--- src/rtl/relprime_engine_if.sv ---
// Handshake/result bundle for relprime_engine; the cycles field exists only
// when RELPRIME_CYCLE_COUNT_EN is defined.
interface relprime_engine_if #(
    parameter int unsigned WIDTH = 16
);
    logic             start;
    logic [WIDTH-1:0] n;
    logic [WIDTH-1:0] out;
    logic             busy;
    logic             done;
    logic             err;
`ifdef RELPRIME_CYCLE_COUNT_EN
    logic [31:0]      cycles;

    modport master (output start, n, input out, busy, done, err, cycles);
    modport slave  (input start, n, output out, busy, done, err, cycles);
`else
    modport master (output start, n, input out, busy, done, err);
    modport slave  (input start, n, output out, busy, done, err);
`endif
endinterface

--- src/rtl/relprime_engine.sv ---
// Finds the smallest m >= 2 coprime to n using a subtract/swap GCD per candidate.
// Optional feature macro: RELPRIME_CYCLE_COUNT_EN adds the 32-bit cycles output.
module relprime_engine #(
    parameter int unsigned WIDTH = 16
) (
    input  logic            CLK,
    input  logic            reset_n,
    relprime_engine_if.slave bus
);

    typedef enum logic [2:0] {
        IDLE,
        LOAD,
        GCD,
        CHECK,
        FIN
    } state_t;

    localparam logic [WIDTH-1:0] M_FIRST = WIDTH'(2);
    localparam logic [WIDTH-1:0] ONE     = WIDTH'(1);

    state_t           state_q, state_d;
    logic [WIDTH-1:0] n_q, n_d;
    logic [WIDTH-1:0] m_q, m_d;
    logic [WIDTH-1:0] a_q, a_d;
    logic [WIDTH-1:0] b_q, b_d;
    logic [WIDTH-1:0] out_q, out_d;
    logic             err_q, err_d;
    logic             accept;
    logic             busy;

    assign busy   = (state_q == LOAD) || (state_q == GCD) || (state_q == CHECK);
    assign accept = bus.start && ((state_q == IDLE) || (state_q == FIN));

    always_comb begin
        state_d = state_q;
        n_d     = n_q;
        m_d     = m_q;
        a_d     = a_q;
        b_d     = b_q;
        out_d   = out_q;
        err_d   = err_q;

        unique case (state_q)
            IDLE: begin
                if (accept) begin
                    n_d     = bus.n;
                    m_d     = M_FIRST;
                    state_d = LOAD;
                end
            end
            LOAD: begin
                a_d     = n_q;
                b_d     = m_q;
                state_d = GCD;
            end
            GCD: begin
                if (b_q == '0) begin
                    state_d = CHECK;
                end else if (a_q >= b_q) begin
                    a_d = a_q - b_q;
                end else begin
                    a_d = b_q;
                    b_d = a_q;
                end
            end
            CHECK: begin
                // a now holds gcd(n_q, m_q)
                if (a_q == ONE) begin
                    out_d   = m_q;
                    err_d   = 1'b0;
                    state_d = FIN;
                end else if (m_q == '1) begin
                    out_d   = '0;
                    err_d   = 1'b1;
                    state_d = FIN;
                end else begin
                    m_d     = m_q + ONE;
                    state_d = LOAD;
                end
            end
            FIN: begin
                if (accept) begin
                    n_d     = bus.n;
                    m_d     = M_FIRST;
                    state_d = LOAD;
                end else begin
                    state_d = IDLE;
                end
            end
            default: state_d = IDLE;
        endcase
    end

    always_ff @(posedge CLK or negedge reset_n) begin
        if (!reset_n) begin
            state_q <= IDLE;
            n_q     <= '0;
            m_q     <= '0;
            a_q     <= '0;
            b_q     <= '0;
            out_q   <= '0;
            err_q   <= 1'b0;
        end else begin
            state_q <= state_d;
            n_q     <= n_d;
            m_q     <= m_d;
            a_q     <= a_d;
            b_q     <= b_d;
            out_q   <= out_d;
            err_q   <= err_d;
        end
    end

    assign bus.out  = out_q;
    assign bus.err  = err_q;
    assign bus.busy = busy;
    assign bus.done = (state_q == FIN);

`ifdef RELPRIME_CYCLE_COUNT_EN
    logic [31:0] cyc_q, cyc_d;

    // Counts every edge after the accept edge while busy, so the edge entering FIN is included.
    always_comb begin
        cyc_d = cyc_q;
        if (accept) begin
            cyc_d = '0;
        end else if (busy && (cyc_q != '1)) begin
            cyc_d = cyc_q + 32'd1;
        end
    end

    always_ff @(posedge CLK or negedge reset_n) begin
        if (!reset_n) begin
            cyc_q <= '0;
        end else begin
            cyc_q <= cyc_d;
        end
    end

    assign bus.cycles = cyc_q;
`endif

endmodule

--- src/flat_wrapper.sv ---
// flat-port wrapper written by rule: the top's interface ports become plain ports
module relprime_engine_flat 
#(
    parameter int unsigned WIDTH = 16
)
  (CLK, reset_n, bus_start, bus_n, bus_out, bus_busy, bus_done, bus_err);
  relprime_engine_if #(.WIDTH(WIDTH)) bus_i ();
  input  logic CLK;
  input  logic reset_n;
  input wire logic [$bits(bus_i.start)-1:0] bus_start;
  input wire logic [$bits(bus_i.n)-1:0] bus_n;
  output wire logic [$bits(bus_i.out)-1:0] bus_out;
  output wire logic [$bits(bus_i.busy)-1:0] bus_busy;
  output wire logic [$bits(bus_i.done)-1:0] bus_done;
  output wire logic [$bits(bus_i.err)-1:0] bus_err;
  assign bus_i.start = bus_start;
  assign bus_i.n = bus_n;
  assign bus_out = bus_i.out;
  assign bus_busy = bus_i.busy;
  assign bus_done = bus_i.done;
  assign bus_err = bus_i.err;
  relprime_engine #(.WIDTH(WIDTH)) u_core (.CLK(CLK), .reset_n(reset_n), .bus(bus_i));
endmodule
--- config.mk ---
export PLATFORM = sky130hd
export DESIGN_NAME = relprime_engine_flat
export DESIGN_NICKNAME = d
export VERILOG_FILES = /design/src/rtl/relprime_engine_if.sv /design/src/rtl/relprime_engine.sv /design/src/flat_wrapper.sv
export SDC_FILE = /design/constraint.sdc
export NUM_CORES = 1
export LEC_CHECK = 0
export CORE_ASPECT_RATIO = 1.4
export CORE_MARGIN = 3
export CORE_UTILIZATION = 40
export CTS_BUF_LIST = sky130_fd_sc_hd__clkbuf_8 sky130_fd_sc_hd__clkbuf_16
export CTS_CLUSTER_SIZE = 40
export DETAILED_ROUTE_END_ITERATION = 16
export PLACE_DENSITY = 0.55
export SYNTH_ARGS = -nofsm -noshare
export SYNTH_HDL_FRONTEND = slang
export SYNTH_SLANG_ARGS = --single-unit
--- constraint.sdc ---
create_clock -name CLK -period 3.5 [get_ports CLK]
set_input_delay 0.7 -clock CLK [delete_from_list [all_inputs] [get_ports CLK]]
set_output_delay 0.7 -clock CLK [all_outputs]
set_load 0.05 [all_outputs]
After elaboration in Yosys (flattened, before gate mapping):

Cells that the tools add are included.

* register bits: 84
* input bits: 19
* output and inout bits: 19
* logic and storage cells: 59

* add/subtract/negate cells: 2
* magnitude comparators: 1
* eq/ne operators: 13
* muxes and demuxes: 20
* reduce and logical (&&, ||, !) cells: 16

Operators with widths (count)
* 16-bit 2-to-1 mux: 9
* 16-bit case mux with 2 select lines: 3
* 16-bit by 1-bit adder with 16-bit output (second input constant): 1
* 16-bit by 1-bit == test with 1-bit output (second input constant): 1
* 16-bit == test (second input constant): 1
* 16-bit >= comparator: 1
* 16-bit zero test: 1
* 16-bit subtractor: 1
* 3-bit case mux with 5 select lines: 1
* 3-bit 2-to-1 mux: 4
* 2-bit != test (second input constant): 5
* 2-bit AND reduction: 4
* 3-bit by 2-bit == test with 1-bit output (second input constant): 2
* 2-bit nonzero test: 3
* 2-bit by 1-bit != test with 1-bit output (second input constant): 2
* 4-bit AND reduction: 1
* 3-bit by 1-bit == test with 1-bit output (second input constant): 1
* 3-bit == test (second input constant): 1
* 3-bit zero test: 1
* 1-bit logical OR: 3
* 1-bit 2-to-1 mux: 3
* 3-bit AND reduction: 1
* 2-bit OR reduction: 1
* 1-bit logical AND: 1

Depth between registers and ports, before layout:

Gate-level depths: netlist of the first run.

* word-level depth: 5
* mapped depth: 12
* gate-level depth less buffers: 9

Worst setup path after synthesis of the first run:

Ideal clock, no wire load.

* kind: register to register
* from: reg u_core.b_q[0]
* to: reg u_core.a_q[11]
* arrival time: 2.405 ns
* required time: 3.376 ns
* setup slack: 0.971 ns
* stages on the path, launching flop included: 11
* buffers on the path: 3
* clock period less this slack: 2.529 ns
* path through: dfrtp_1 -> ha_1 -> fa_1 -> nand2b_1 -> a21oi_1 -> o2111ai_1 -> a31o_2 -> buf_6 -> buf_6 -> buf_4 -> o31a_1

* longest elaborated chain between the ends: 4

RTL lines
* start: declaration: RTL line relprime_engine.sv:26 `logic [WIDTH-1:0] b_q, b_d;`
* start signal: assignment: RTL line relprime_engine.sv:101 `b_q <= '0;`
* start signal: assignment: RTL line relprime_engine.sv:109 `b_q <= b_d;`
* 16-bit subtractor / 16-bit >= comparator (equally long branches): RTL line relprime_engine.sv:61, relprime_engine.sv:60
* 16-bit 2-to-1 mux: RTL line relprime_engine.sv:60 `end else if (a_q >= b_q) begin`
* 16-bit 2-to-1 mux: RTL line relprime_engine.sv:58 `if (b_q == '0) begin`
* 16-bit case mux with 2 select lines: RTL line relprime_engine.sv:44 `unique case (state_q)`
* end signal: assignment: RTL line relprime_engine.sv:100 `a_q <= '0;`
* end signal: assignment: RTL line relprime_engine.sv:108 `a_q <= a_d;`
* end: declaration: RTL line relprime_engine.sv:25 `logic [WIDTH-1:0] a_q, a_d;`

Parallel ways exist; a longest one is shown, timed or not. The select of a mux whose other input is x is not followed.
A chain may end at the register's enable or synchronous reset.

Final worst setup path of the first run:

* from: reg u_core.b_q[0]
* to: reg u_core.b_q[13]

* longest elaborated chain between the ends: 3

RTL lines (RTL line)
* 16-bit >= comparator / 16-bit zero test (equally long branches): relprime_engine.sv:60, relprime_engine.sv:58
* 2-bit != test (no source line)
* 3-bit AND reduction (no source line) (*)

Every way passes the cells marked *; elsewhere a longest branch is shown, timed or not.

==> run summary, run 1 <==
The run finished with clean final reports. The number of port buffers was 37; the full die area was 13570 µm². Summing the areas of all compound-gate instances in the mapped netlist gives 19.40% of the synthesized area. The initial antenna violation count is 0. The net count of the finished layout is 594. Total overflow reported by the global router: 0.

The longest clock path from root to sink contains 2 buffers. Adding up every negative setup slack in the final design gives 0 ns. The worst hold path passes through 2 cells. The average instance in the mapped netlist occupies 9.146 µm². IR analysis of the VDD net gives a maximum drop of 0.4003 mV.

The multi-input combinational cells in the finished layout cover a total of 2495 µm². The effective utilization at floorplan is 41.04%. The cts-stage hold buffer count was 0; the post-detailed-route count of antenna-violating nets was 0.

The cell area power density was 1059 nW/µm². In this run the static leakage power is 0.002514 µW. The largest single stage delay on the critical path is 0.46 ns. The worst setup path is launched from a flop. The class of the most critical hold timing path was reg2reg.

The critical path goes through ha_1 > fa_1 > nand2b_1 > a21oi_1 > o2111ai_1 > a31o_2 > o21ai_4 > a221o_1. The tools report the number of slew-limit violations in the final report as 0. Relative to the synthesized area, the layout overhead comes to 15.20%.

Data on the critical path arrives at its endpoint at 3.24 ns. The tools report the number of buffers created by CTS as 9. Based on the critical path, the design can be clocked at up to 0.3378 GHz. The first-iteration detailed-routing DRC count came out at 269. The net count after synthesis is 570, and the number of synthesis warnings is 0. The tools report the global-route wire length before repair as 21670 µm. The tools report the beginning of the worst hold path as u_core.n_q[1]$_DFFE_PN0P_. The number of cells on the worst reg-to-reg path is 8.

The smallest setup slack after layout was 0.5400 ns; the clock period minus worst slack was 2.960 ns. TritonCTS built the clock tree. The detailed router placed 4031 vias in this run.

After synthesis, the netlist uses 54 different library cells. Cell type group with the largest total delay on the critical path: compound AO/OA/AOI/OAI gates. Pin placement for this block handled 38 I/O pins.

Max-cap violation count: 0. In this run the worst path has a maximum fanout of 29. After clock tree synthesis, the clock-pin slew on the worst setup and hold paths is 0.06 ns.

Setup repair after global routing left no endpoint under its margin. The netlist area before placement was 4875 µm². The combined flip-flop and latch cell area came out at 2102 µm². The dominant combinational cell family by area after synthesis is simple AND/OR/NAND/NOR gates. Using the TritonRoute via totals, the vias-per-cell ratio works out to 5.685. Clock root buffer: clkbuf_16. Fill cells in the final layout number 1161.

In the finished design, the share of the clock period the worst path needs comes to 84.57%. The ratio of cells with drive above 1 in the final layout came out at 5.160%. The number of buffers and inverters on the critical path was 0; the total instance count after detailed placement was 693. The tools report the antenna diode count as 0. Multiplexer cells account for 1.437% of the synthesized area. The endpoint identified for the worst register-to-register timing path is u_core.b_q[13]$_DFFE_PN0P_. The worst setup slack before clock tree synthesis was 0.5815 ns.

Once layout is complete, the utilization of the core stands at 47.27%. The critical path is of the reg2reg type. The global-route usage over all layers was 20.38%. Largest net degree at the start of global routing: 85. The first detailed-routing pass took 4 iterations. The parity-gate share of the synthesized area counting xor and xnor cells was 3.414%; the insertion delay to the later sink of the worst-skew pair was 0.34 ns. At the worst endpoint, the required time is 3.78 ns. The detail-routed net length per standard cell is 18.79 µm, and the number of non-filler instances in the completed layout is 709. The category of the worst setup path capture point was a flop. The tools report the slack of the worst reg-to-reg path as 0.54 ns. For this block, the routed nets add up to 13320 µm of wire. The worst hold path terminates at u_core.n_q[1]$_DFFE_PN0P_. The floorplan has 47 rows. The worst flop-to-flop path startpoint was u_core.b_q[0]$_DFFE_PN0P_. The via count of the first global-routing pass was 3983; the async set-or-reset flop fraction in the synthesized netlist was 100.0%.

The clock tree synthesis step divided the H-tree into 3 levels. The run gives 0 as the count of endpoints failing hold in the final timing report. The logs give 9908 µm for the placed wire-length estimate after detailed placement and 0.8803 for the final weighted congestion in routability-driven placement. Setup violations remaining at the end of the flow were counted as 0. The area share of and/or/nand/nor cells after synthesis came out at 22.15%.

The total area inside the core boundary comes to 11880 µm². The setup fix buffers added after clock tree synthesis was 0; the worst clock skew on the final layout was 0.009213 ns. Headroom to the max-slew limit came out at 27.98%. From left edge to right edge, the die measures 99.30 µm.

Adder and majority gate portion of the synthesized area: 4.774%. At the pin with the least slew margin, the transition time is 1.080 ns. The clock net in this run drives a total of 84 sinks.

The number of remaining DRC errors is 0. The dominant synthesized flop cell was dfrtp_1. Synthesis inferred 84 register bits.

The height of the chip was 136.6 µm. The number of resized instances in the post-cts repair step is 0. For this design, the slowest cell found on the critical path is o21ai_4. The logs give 533 for the synthesized netlist cell count and 43.12% for the post-synthesis sequential area ratio.

The number of enable-type register cells in the synthesized netlist came out at 0.
==> worst max path at each step <==
| stage | cells past startpoint | end | start | slack [ns] |
|---|---|---|---|---|
| final | 8 | u_core.b_q[13]$_DFFE_PN0P_ | u_core.b_q[0]$_DFFE_PN0P_ | 0.54 |
| after global routing | 8 | u_core.b_q[1]$_DFFE_PN0P_ | u_core.b_q[11]$_DFFE_PN0P_ | 0.39 |
| after CTS | 8 | u_core.b_q[1]$_DFFE_PN0P_ | u_core.b_q[0]$_DFFE_PN0P_ | 0.55 |
| after detailed placement | 8 | u_core.b_q[5]$_DFFE_PN0P_ | u_core.b_q[0]$_DFFE_PN0P_ | 0.58 |
| after global placement | 8 | u_core.b_q[0]$_DFFE_PN0P_ | u_core.b_q[0]$_DFFE_PN0P_ | 0.66 |
| after floorplan | 10 | u_core.a_q[11]$_DFFE_PN0P_ | u_core.b_q[0]$_DFFE_PN0P_ | 0.97 |
==> worst min-delay path, cell delays in order, from the launching register on <==
cell	delay [ns]
dfrtp_1	0.34
nand2_1	0.05
nand2_1	0.05
==> flip-flops by register name (all words and copies together), names as in the netlist <==
register / count
u_core.a_q: 16
u_core.b_q: 16
u_core.bus.out: 16
u_core.m_q: 16
u_core.n_q: 16
u_core.state_q: 3
u_core.bus.err: 1
==> area by class of cell <==
type,instances,share of cell area (%)
multi-input cells,395,44.43
repair buffers,45,7.620
inverters,22,1.471
flip-flops and latches,84,37.43
well taps,147,3.275
clock inverters,7,1.760
clock buffers,9,4.011
==> metal layers <==
| metal | vias up | part of all wire [%] | global-route usage, % |
|---|---|---|---|
| met5 | - | 0 | 0 |
| met4 | 0 | 3.4 | 8.732 |
| met3 | 23 | 2.5 | 2.346 |
| met2 | 65 | 50 | 34.83 |
| met1 | 1954 | 44 | 25.99 |
| li1 | 1989 | - | - |
==> cell usage after synthesis (6+ instances only) <==
cell      number  area (µm²)
a21oi_1       33       165.2
a221o_1       17       170.2
a22o_1        16       140.1
a31oi_1        6       37.54
and3_1        27       168.9
buf_2          8       40.04
buf_6          7       78.83
clkbuf_1      13       48.80
dfrtp_1       84        2102
ha_1          17       212.7
inv_1         22       82.58
mux2i_1        7       70.07
nand2_1       77       289.0
nand2b_1       6       37.54
nand3_1       13       65.06
nand4_1       13       81.33
nor2_1        36       135.1
nor3_1        15       75.07
nor4_1         8       50.05
o21ai_0       25       125.1
xnor2_1       11       96.34
xor2_1         8       70.07
==> kinds of logic (layout without fill, tap and decap cells) <==
| family | count (synthesis) | in the layout |
|---|---|---|
| AO/OA/AOI/OAI | 132 | 132 |
| XOR/XNOR | 19 | 19 |
| adder cells (fa/ha/maj) | 18 | 18 |
| buffers and inverters | 54 | 83 |
| flip-flops | 84 | 84 |
| multiplexers | 7 | 7 |
| AND/OR/NAND/NOR | 219 | 219 |
==> placed cells by master, fill, tap and decap left out, types with 8 or more instances in the layout <==
cell / n
clkdlybuf4s50_1: 36
nand3_1: 13
o21ai_0: 25
inv_1: 23
a21oi_1: 33
nand4_1: 13
dfrtp_1: 84
nand2_1: 77
xnor2_1: 11
xor2_1: 8
a221o_1: 17
a22o_1: 16
nor4_1: 8
and3_1: 27
clkbuf_16: 9
buf_4: 9
nor2_1: 36
nor3_1: 15
ha_1: 17
==> where the power goes <==
group	internal [µW]	switching, µW
combinational	1290	2060
sequential	1260	300
clock	630	411
total	3170	2770
==> through the flow <==
stage                     total power (µW)  cell area, µm²  hold WS (ns)
after global placement                4863            5291        0.4560
after detailed placement              4903            5291        0.4574
after floorplan                       4162            4875        0.4044
final                                 5948            5615        0.4685
after global routing                  6406            5615        0.5039
after CTS                             5960            5615        0.4738
No activity file was read; power rests on OpenSTA's default activity.
==> run 2: changes to the inputs <==
- PLACE_DENSITY: 0.55 -> 0.57
- clock period: 3.5 -> 2.4 ns (I/O delays scaled with it)
==> run summary, run 2 (synthesis results as in run 1) <==
The cell area power density was 1649 nW/µm²; the number of vias after detailed routing was 4521. The endpoint identified for the worst register-to-register timing path is u_core.b_q[15]$_DFFE_PN0P_. The tool flagged a number of max-cap violations equal to 0. The net count of the finished layout is 686. 38 I/O pins were placed.

Before antenna repair, the detailed router went through 5 iterations. TritonCTS built the clock tree. The sum of routed wire length over all layers was 14490 µm; the combined area of the multi-input logic cells was 2756 µm². The relative area change from synthesis to final layout is 34.39%, and the count of final setup violators is 3. Insertion delay to the later sink of the worst-skew pair: 0.33 ns. The count of endpoints failing hold in the final timing report was 0; the die width was 99.30 µm.

First element of the critical path: u_core.b_q[0]$_DFFE_PN0P_. The leakage dissipation came out at 0.002962 µW. In the layout the commonest cells are buf_4, dfrtp_1, nand2_1. The run gives 0 as the total overflow reported by the global router. Sort of element at the start of the critical path: a flop. Between clock sinks in the finished design, the worst skew comes to 0.006619 ns.

The routed design could run at a clock period as short as 2.411 ns. Buffers inserted during clock tree synthesis total 9. The run gives -0.01141 ns as the smallest setup slack after layout. The worst hold path belongs to the class in2async.

The library cell used most frequently in the layout, excluding fill and tap cells, is buf_4. Routability-driven placement finished with a final weighted congestion of 0.9395. The HPWL after detailed placement is 11260 µm. The clock-pin slew reported for the worst setup and hold paths after clock tree synthesis is 0.06 ns. The run finished, with violations left. For the combined flip-flop and latch cell area, the log shows 2102 µm². The tools report the largest net degree at the start of global routing as 55.

The actual slew at the worst max-slew pin is 0.6852 ns, and the H-tree depth is 3. The ratio of cells with drive above 1 in the final layout was 23.89%. By startpoint and endpoint, the worst setup path is classified as reg2reg. The core region is 11880 µm². The highest achievable clock rate was 0.4147 GHz; the detail-routed net length per standard cell was 18.12 µm.

Of all nets on the critical path, the largest fanout is 8. The tree is rooted in a clkbuf_16. Setup repair after global routing could not meet its margin everywhere. The number of vias per cell came out at 5.651.

Number of remaining DRC errors: 0. The antenna diode count came out at 0. For this run, the number of standard cells in the final layout without fillers is 800. In this run the tightest slew margin relative to its limit is 54.32%.

The total instance count after detailed placement is 776. The checks that failed: setup timing. The tools report the end point of the critical path as u_core.b_q[15]$_DFFE_PN0P_. The setup check on the worst reg-to-reg path leaves a slack of -0.01 ns.

Required time of the critical path: 2.62 ns. The effective utilization at floorplan is 41.04%. The run gives 0 as the initial antenna violation count.

The number of rows in the core area came out at 47. The worst setup path is captured at a flop. The height of the chip works out to 136.6 µm. For the via count of the first global-routing pass, the log shows 4560.

The cell depth of the worst flop-to-flop path was 9; the arrival time of data at the critical path endpoint was 2.63 ns. The clock drives 84 sinks. Counting the fill cells in the layout gives 1083. The die covers 13570 µm². For the number of slew-limit violations in the final report, the log shows 0. The largest buffer count on any clock path is 2. The worst register-to-register path begins at u_core.b_q[0]$_DFFE_PN0P_. The post-detailed-route count of antenna-violating nets was 0; the final cycle utilization of the critical path was 100.5%.

Buffers placed on the I/O ports in this run total 37. The tools report the first-iteration detailed-routing DRC count as 225. The tools report the maximum vdd ir drop as 0.8178 mV. The global-route usage over all layers was 21.98%. The first global-routing pass estimated 23370 µm of wire.

Worst setup slack before clock tree synthesis: -0.1074 ns.
run 2: cell types whose count changed in the layout (fill, tap and decap cells not counted), sizes merged:
cell | before | now
buf | 9 | 101
clkinvlp | 2 | 1
a31o | 2 | 3
clkbuf | 9 | 10
clkinv | 0 | 3
bufinv | 2 | 0
clkdlybuf4s50 | 36 | 35
inv | 25 | 23
run 2: report_power, final:
group          leakage [µW]  switching [µW]  internal, µW  total, µW
registers           0.00110             294          1840       2130
clock network      0.000136             556           718       1270
logic               0.00173            3890          3500       7400
run 2: routing by layer:
metal / track usage [%] / share of wire [%]
met3: 2.448 / 2.2
met4: 9.188 / 3.2
met2: 38.86 / 51
met1: 27.06 / 43
met5: 0 / 0
run 2: final cells by class:
| class | instances | share of cell area (%) |
|---|---|---|
| tap | 147 | 2.807 |
| clock buffer | 10 | 3.648 |
| inverter | 22 | 1.261 |
| multi-input combinational | 396 | 42.07 |
| clock inverter | 5 | 0.4584 |
| timing repair buffer | 136 | 17.67 |
| sequential | 84 | 32.09 |
run 2: stage by stage:
| stage | TNS, ns | hold WS [ns] | util, % | instance area (µm²) | total power, µW |
|---|---|---|---|---|---|
| final | -0.01352 | 0.1764 | 55.15 | 6551 | 10800 |
| after global routing | -1.824 | 0.2412 | 55.15 | 6551 | 11560 |
| after CTS | 0 | 0.2089 | 52.89 | 6282 | 9966 |
| after detailed placement | -1.299 | 0.4564 | 50.01 | 5941 | 8413 |
| after global placement | -0.4599 | 0.4589 | 50.01 | 5941 | 8341 |
| after floorplan | -0.03863 | 0.1844 | - | 4895 | 6131 |
run 2: what timing repair did:
| item | 4_1_cts | 5_1_grt |
|---|---|---|
| pin swaps | 3 | 25 |
| resized for setup | 4 | 48 |
| hold buffers | 0 | 0 |
| cloned | 1 | 0 |
| buffers inserted | 5 | 3 |
| setup endpoints to repair | 17 | 33 |
run 2: critical path, cell delays in order (launching register included):
cell	delay, ns
dfrtp_1	0.42
ha_4	0.19
fa_2	0.35
nand2b_4	0.16
a21oi_4	0.16
o2111ai_2	0.14
a31o_4	0.31
buf_6	0.15
and3_4	0.17
a221o_1	0.25
run 2: how the worst min path moves through the flow:
stage,from,depth (start not counted),endpoint,slack (ns)
global route,reset_n,1,u_core.bus.out[1]$_DFFE_PN0P_,0.24
finish,reset_n,1,u_core.bus.out[1]$_DFFE_PN0P_,0.18
detailed placement,u_core.n_q[5]$_DFFE_PN0P_,2,u_core.n_q[5]$_DFFE_PN0P_,0.46
global placement,u_core.n_q[4]$_DFFE_PN0P_,2,u_core.n_q[4]$_DFFE_PN0P_,0.46
CTS,reset_n,1,u_core.bus.out[1]$_DFFE_PN0P_,0.21
floorplan,reset_n,0,u_core.a_q[0]$_DFFE_PN0P_,0.18
==> edit 1 (settings of run 1) <==
`WIDTH` is set to 16 in 3 places; all go to 14.
--- a/src/rtl/relprime_engine_if.sv
+++ b/src/rtl/relprime_engine_if.sv
@@ -1,7 +1,7 @@
 // Handshake/result bundle for relprime_engine; the cycles field exists only
 // when RELPRIME_CYCLE_COUNT_EN is defined.
 interface relprime_engine_if #(
-    parameter int unsigned WIDTH = 16
+    parameter int unsigned WIDTH = 14
 );
     logic             start;
     logic [WIDTH-1:0] n;
--- a/src/rtl/relprime_engine.sv
+++ b/src/rtl/relprime_engine.sv
@@ -1,7 +1,7 @@
 // Finds the smallest m >= 2 coprime to n using a subtract/swap GCD per candidate.
 // Optional feature macro: RELPRIME_CYCLE_COUNT_EN adds the 32-bit cycles output.
 module relprime_engine #(
-    parameter int unsigned WIDTH = 16
+    parameter int unsigned WIDTH = 14
 ) (
     input  logic            CLK,
     input  logic            reset_n,
--- a/src/flat_wrapper.sv
+++ b/src/flat_wrapper.sv
@@ -1,7 +1,7 @@
 // flat-port wrapper written by rule: the top's interface ports become plain ports
 module relprime_engine_flat 
 #(
-    parameter int unsigned WIDTH = 16
+    parameter int unsigned WIDTH = 14
 )
   (CLK, reset_n, bus_start, bus_n, bus_out, bus_busy, bus_done, bus_err);
   relprime_engine_if #(.WIDTH(WIDTH)) bus_i ();
Ports: changed (resized bus_n and bus_out); port bits go from 38 to 34. The function was not compared with the original's and may differ.
==> edit 1 against run 1 <==
Highest routed layer unchanged; hold slack better by 0.00058 ns; area after synthesis is 16% lower; setup slack better by 0.27 ns; clock power is 9% lower; total power is 10% lower; routed wire length is 22% lower; core utilization is 1.1 points higher; first-iteration DRC count is 53% lower; largest cell class unchanged; cell area is 14% lower; sequential cell count is 10 lower.
==> edit 1: results (changes against run 1) <==
Run status: finished, final reports clean
Vias in the first global route: 3,288 (-17%)
GRT Overall Usage: 18.9% (-1.5 points)
Syn nets: 461 (-19%)
Multi-input logic area: 2070 µm² (-17%)
Share of cells above drive strength 1: 6.51% (+1.3 points)
Compound-Gate Fraction of Synth Area: 21.1% (+1.7 points)
Fraction of area in registers: 38.4% (+1.0 points)
First-pass GRT wire length: 17,100 µm (-21%)
Cell area after placement: 4520 µm² (-15%)
Clk_skew: 0.00627 ns (-0.00294 ns)
Met1 WL: 4360 µm (-26%)
Peak VDD IR: 0.447 mV (+12%)
Non-clock inverters: 20 (-9.1%)
Sequential area share after synthesis: 45.3% (+2.2 points)
Fin nets: 490 (-18%)
Buffers on Ports: 33 (-11%)
GPL Wtd Cong: 0.888 (+0.86%)
Number of fill cells: 970 (-16%)
Post-Synth Adder-Cell Area: 5.08% (+0.31 points)
Met2 wire length: 5440 µm (-18%)
Critical path fanouts, max: 10 (-66%)
R2R depth: 9 (+1)
Wire length on met3: 250 µm (-25%)
Synth Area in XOR/XNOR: 4.29% (+0.87 points)
Largest net degree at the start of global routing: 75 (-12%)
WL/cell: 17.3 µm (-7.7%)
Netlist cell types: 53 (-1.9%)
-- edit 1: cell types whose count changed after synthesis, sizes merged, moves of 5 or more --
| cell | before | now |
|---|---|---|
| nand2b | 6 | 1 |
| or3 | 5 | 10 |
| and3 | 27 | 1 |
| nor2b | 0 | 5 |
| nor3 | 15 | 7 |
| nand2 | 77 | 55 |
| dfrtp | 84 | 74 |
| nand4 | 13 | 6 |
| a2bb2oi | 0 | 14 |
| a21oi | 33 | 26 |
| clkbuf | 14 | 9 |
| a221o | 17 | 0 |
| o22ai | 0 | 16 |
| buf | 18 | 9 |
-- edit 1: worst max path at each step --
stage                           start       endpoint  slack [ns]
global route            u_core.b_q[2]  u_core.b_q[6]        0.64
global placement        u_core.b_q[0]  u_core.a_q[3]        0.89
CTS                 u_core.state_q[0]       bus_done        0.79
floorplan               u_core.b_q[0]  u_core.a_q[3]        1.18
detailed placement      u_core.b_q[0]  u_core.a_q[3]        0.83
finish              u_core.state_q[0]       bus_done        0.81
-- edit 1: worst max-delay path, stage by stage, from the launching register on --
cell and delay, ns:
dfrtp_1 0.48, nor2_1 0.24, and2_1 0.16, clkdlybuf4s50_1 0.79
-- edit 1: report_power, final --
group	switching [W]	internal [W]	total [W]	leakage, nW
Combinational	0.00164	0.00128	0.00292	1.03
Clock	0.000338	0.000611	0.000949	0.159
Sequential	0.000332	0.00114	0.00148	0.928
Total	0.00231	0.00303	0.00534	2.11
-- edit 1: per-stage QoR --
step	worst slack (ns)	utilization (%)	power, W	instances	hold slack, ns
after floorplan	1.18	-	0.00374	428	0.404
after global routing	0.640	48.4	0.00579	596	0.512
after detailed placement	0.830	45.4	0.00441	581	0.460
after global placement	0.895	45.4	0.00435	581	0.460
final	0.805	48.4	0.00534	596	0.469
after CTS	0.792	48.4	0.00537	596	0.475
==> edit 2 (settings of run 1) <==
Made on the original files. Re-encode `state_t` (5 states) as one-hot, 5 bits wide.
--- a/src/rtl/relprime_engine.sv
+++ b/src/rtl/relprime_engine.sv
@@ -8,12 +8,12 @@
     relprime_engine_if.slave bus
 );
 
-    typedef enum logic [2:0] {
-        IDLE,
-        LOAD,
-        GCD,
-        CHECK,
-        FIN
+    typedef enum logic [4:0] {
+        IDLE  = 5'b00001,
+        LOAD  = 5'b00010,
+        GCD   = 5'b00100,
+        CHECK = 5'b01000,
+        FIN   = 5'b10000
     } state_t;
 
     localparam logic [WIDTH-1:0] M_FIRST = WIDTH'(2);
Function: same outputs for any inputs over 10 cycles, from zero or initial values and one cycle with reset_n low; not proved beyond that.
==> edit 2 against run 1 <==
Area after synthesis up 2.1%; global-route usage up 1.0 points; sequential cell count up 2; combinational power down 21%; routed wire length up 4.2%; critical endpoint is now bus_busy; count of clock-buffer cells in the layout up 1; cell area up 4.4%; total power down 14%; critical path type is now reg2out; critical path depth down 4; clock power down 7%; first-iteration DRC count down 12%; setup slack worse by 0.16 ns; highest routed layer unchanged.
==> edit 2: results (changes against run 1) <==
Run status: finished, final reports clean
Vias in the first global route: 4,354 (+9.3%)
Post-Synth Adder-Cell Area: 4.68% (-0.097 points)
R2R Setup Slk: 0.46 ns (-0.08 ns)
GRT Overall Usage: 21.4% (+1.0 points)
Cell area after placement: 5560 µm² (+5.1%)
Crit. Startpoint: u_core.state_q[1]
Multi-input logic portion of the cell area: 44.7% (+0.28 points)
Compound-Gate Fraction of Synth Area: 15.1% (-4.3 points)
Largest net degree at the start of global routing: 70 (-18%)
Met2 wire length: 7160 µm (+7.4%)
Fin nets: 605 (+1.9%)
Syn nets: 568 (-0.35%)
Post-DP HPWL: 10,400 µm (+5.2%)
Fraction of area in registers: 36.7% (-0.69 points)
CLK BUF: 10 (+1)
Non-clock inverters: 23 (+4.5%)
Seq_cells: 86 (+2.4%)
Crit path to: bus_busy
Sequential area share after synthesis: 43.3% (+0.15 points)
Mean Syn Cell Area: 9.37 µm² (+2.5%)
Reg-to-reg endpoint: u_core.a_q[1]
Synth area leaders: dfrtp_1, mux2i_1, nand2_1
ClkCell Share: 5.15% (-0.63 points)
Setup ws final: 0.378 ns (-0.162 ns)
Arrival time at the worst endpoint: 2.42 ns (-0.82 ns)
Leak: 2.63 nW (+4.5%)
Post-synthesis mux area share: 8.73% (+7.3 points)
Synth Area in XOR/XNOR: 4.22% (+0.81 points)
Critical path fanouts, max: 8 (-72%)
Met1 WL: 5930 µm (+1.1%)
Number of fill cells: 1,179 (+1.6%)
Initial DRC Count: 238 (-12%)
Routed WL: 13,900 µm (+4.2%)
Netlist cell types: 58 (+7.4%)
Met1 Usage GRT: 26.4% (+0.37 points)
Pre-CTS WS: 0.495 ns (-0.0860 ns)
Fin cells: 720 (+1.6%)
Hold crit path type: in2async
Met3 usage: 3.93% (+1.6 points)
Non-CTS buffers: 55 (+22%)
Placed insts: 704 (+1.6%)
Wire length on met3: 459 µm (+37%)
Peak VDD IR: 0.340 mV (-15%)
R2R depth: 10 (+2)
First-pass GRT wire length: 22,900 µm (+5.6%)
Clk_skew: 0.00700 ns (-0.00221 ns)
Commonest cells in the netlist: dfrtp_1, nand2_1, mux2i_1
GPL Wtd Cong: 0.878 (-0.25%)
Vias per Instance: 5.76 (+1.3%)
WHS: 0.458 ns (-0.0102 ns)
Share of cells above drive strength 1: 8.03% (+2.9 points)
Multi-input gate count: 393 (-0.51%)
GR Layer Usage met2: 36.8% (+2.0 points)
Layout non-clock buf frac: 8.80% (+1.2 points)
Clock Latency Late Sink: 0.35 ns
==> edit 2: worst min-delay path by stage <==
stage / startpoint / end / depth (start not counted)
5_1_grt: u_core.n_q[11] / u_core.n_q[11] / 2
6_report: reset_n / u_core.bus.out[10] / 1
3_5_place_dp: u_core.n_q[11] / u_core.n_q[11] / 2
3_3_place_gp: u_core.n_q[11] / u_core.n_q[11] / 2
4_1_cts: u_core.n_q[11] / u_core.n_q[11] / 2
2_1_floorplan: reset_n / u_core.a_q[0] / 0
==> edit 2: worst max-delay path, cell delays in order (launching register included) <==
cell	delay, ns
dfrtp_1	0.46
or2_1	0.27
or4_4	0.42
nand3_1	0.12
clkdlybuf4s50_1	0.81
==> edit 2: power by group <==
part	internal, W	total, W	switching, W
Clock	0.000569	0.000968	0.000399
Combinational	0.00108	0.00265	0.00158
Sequential	0.00125	0.00150	0.000252
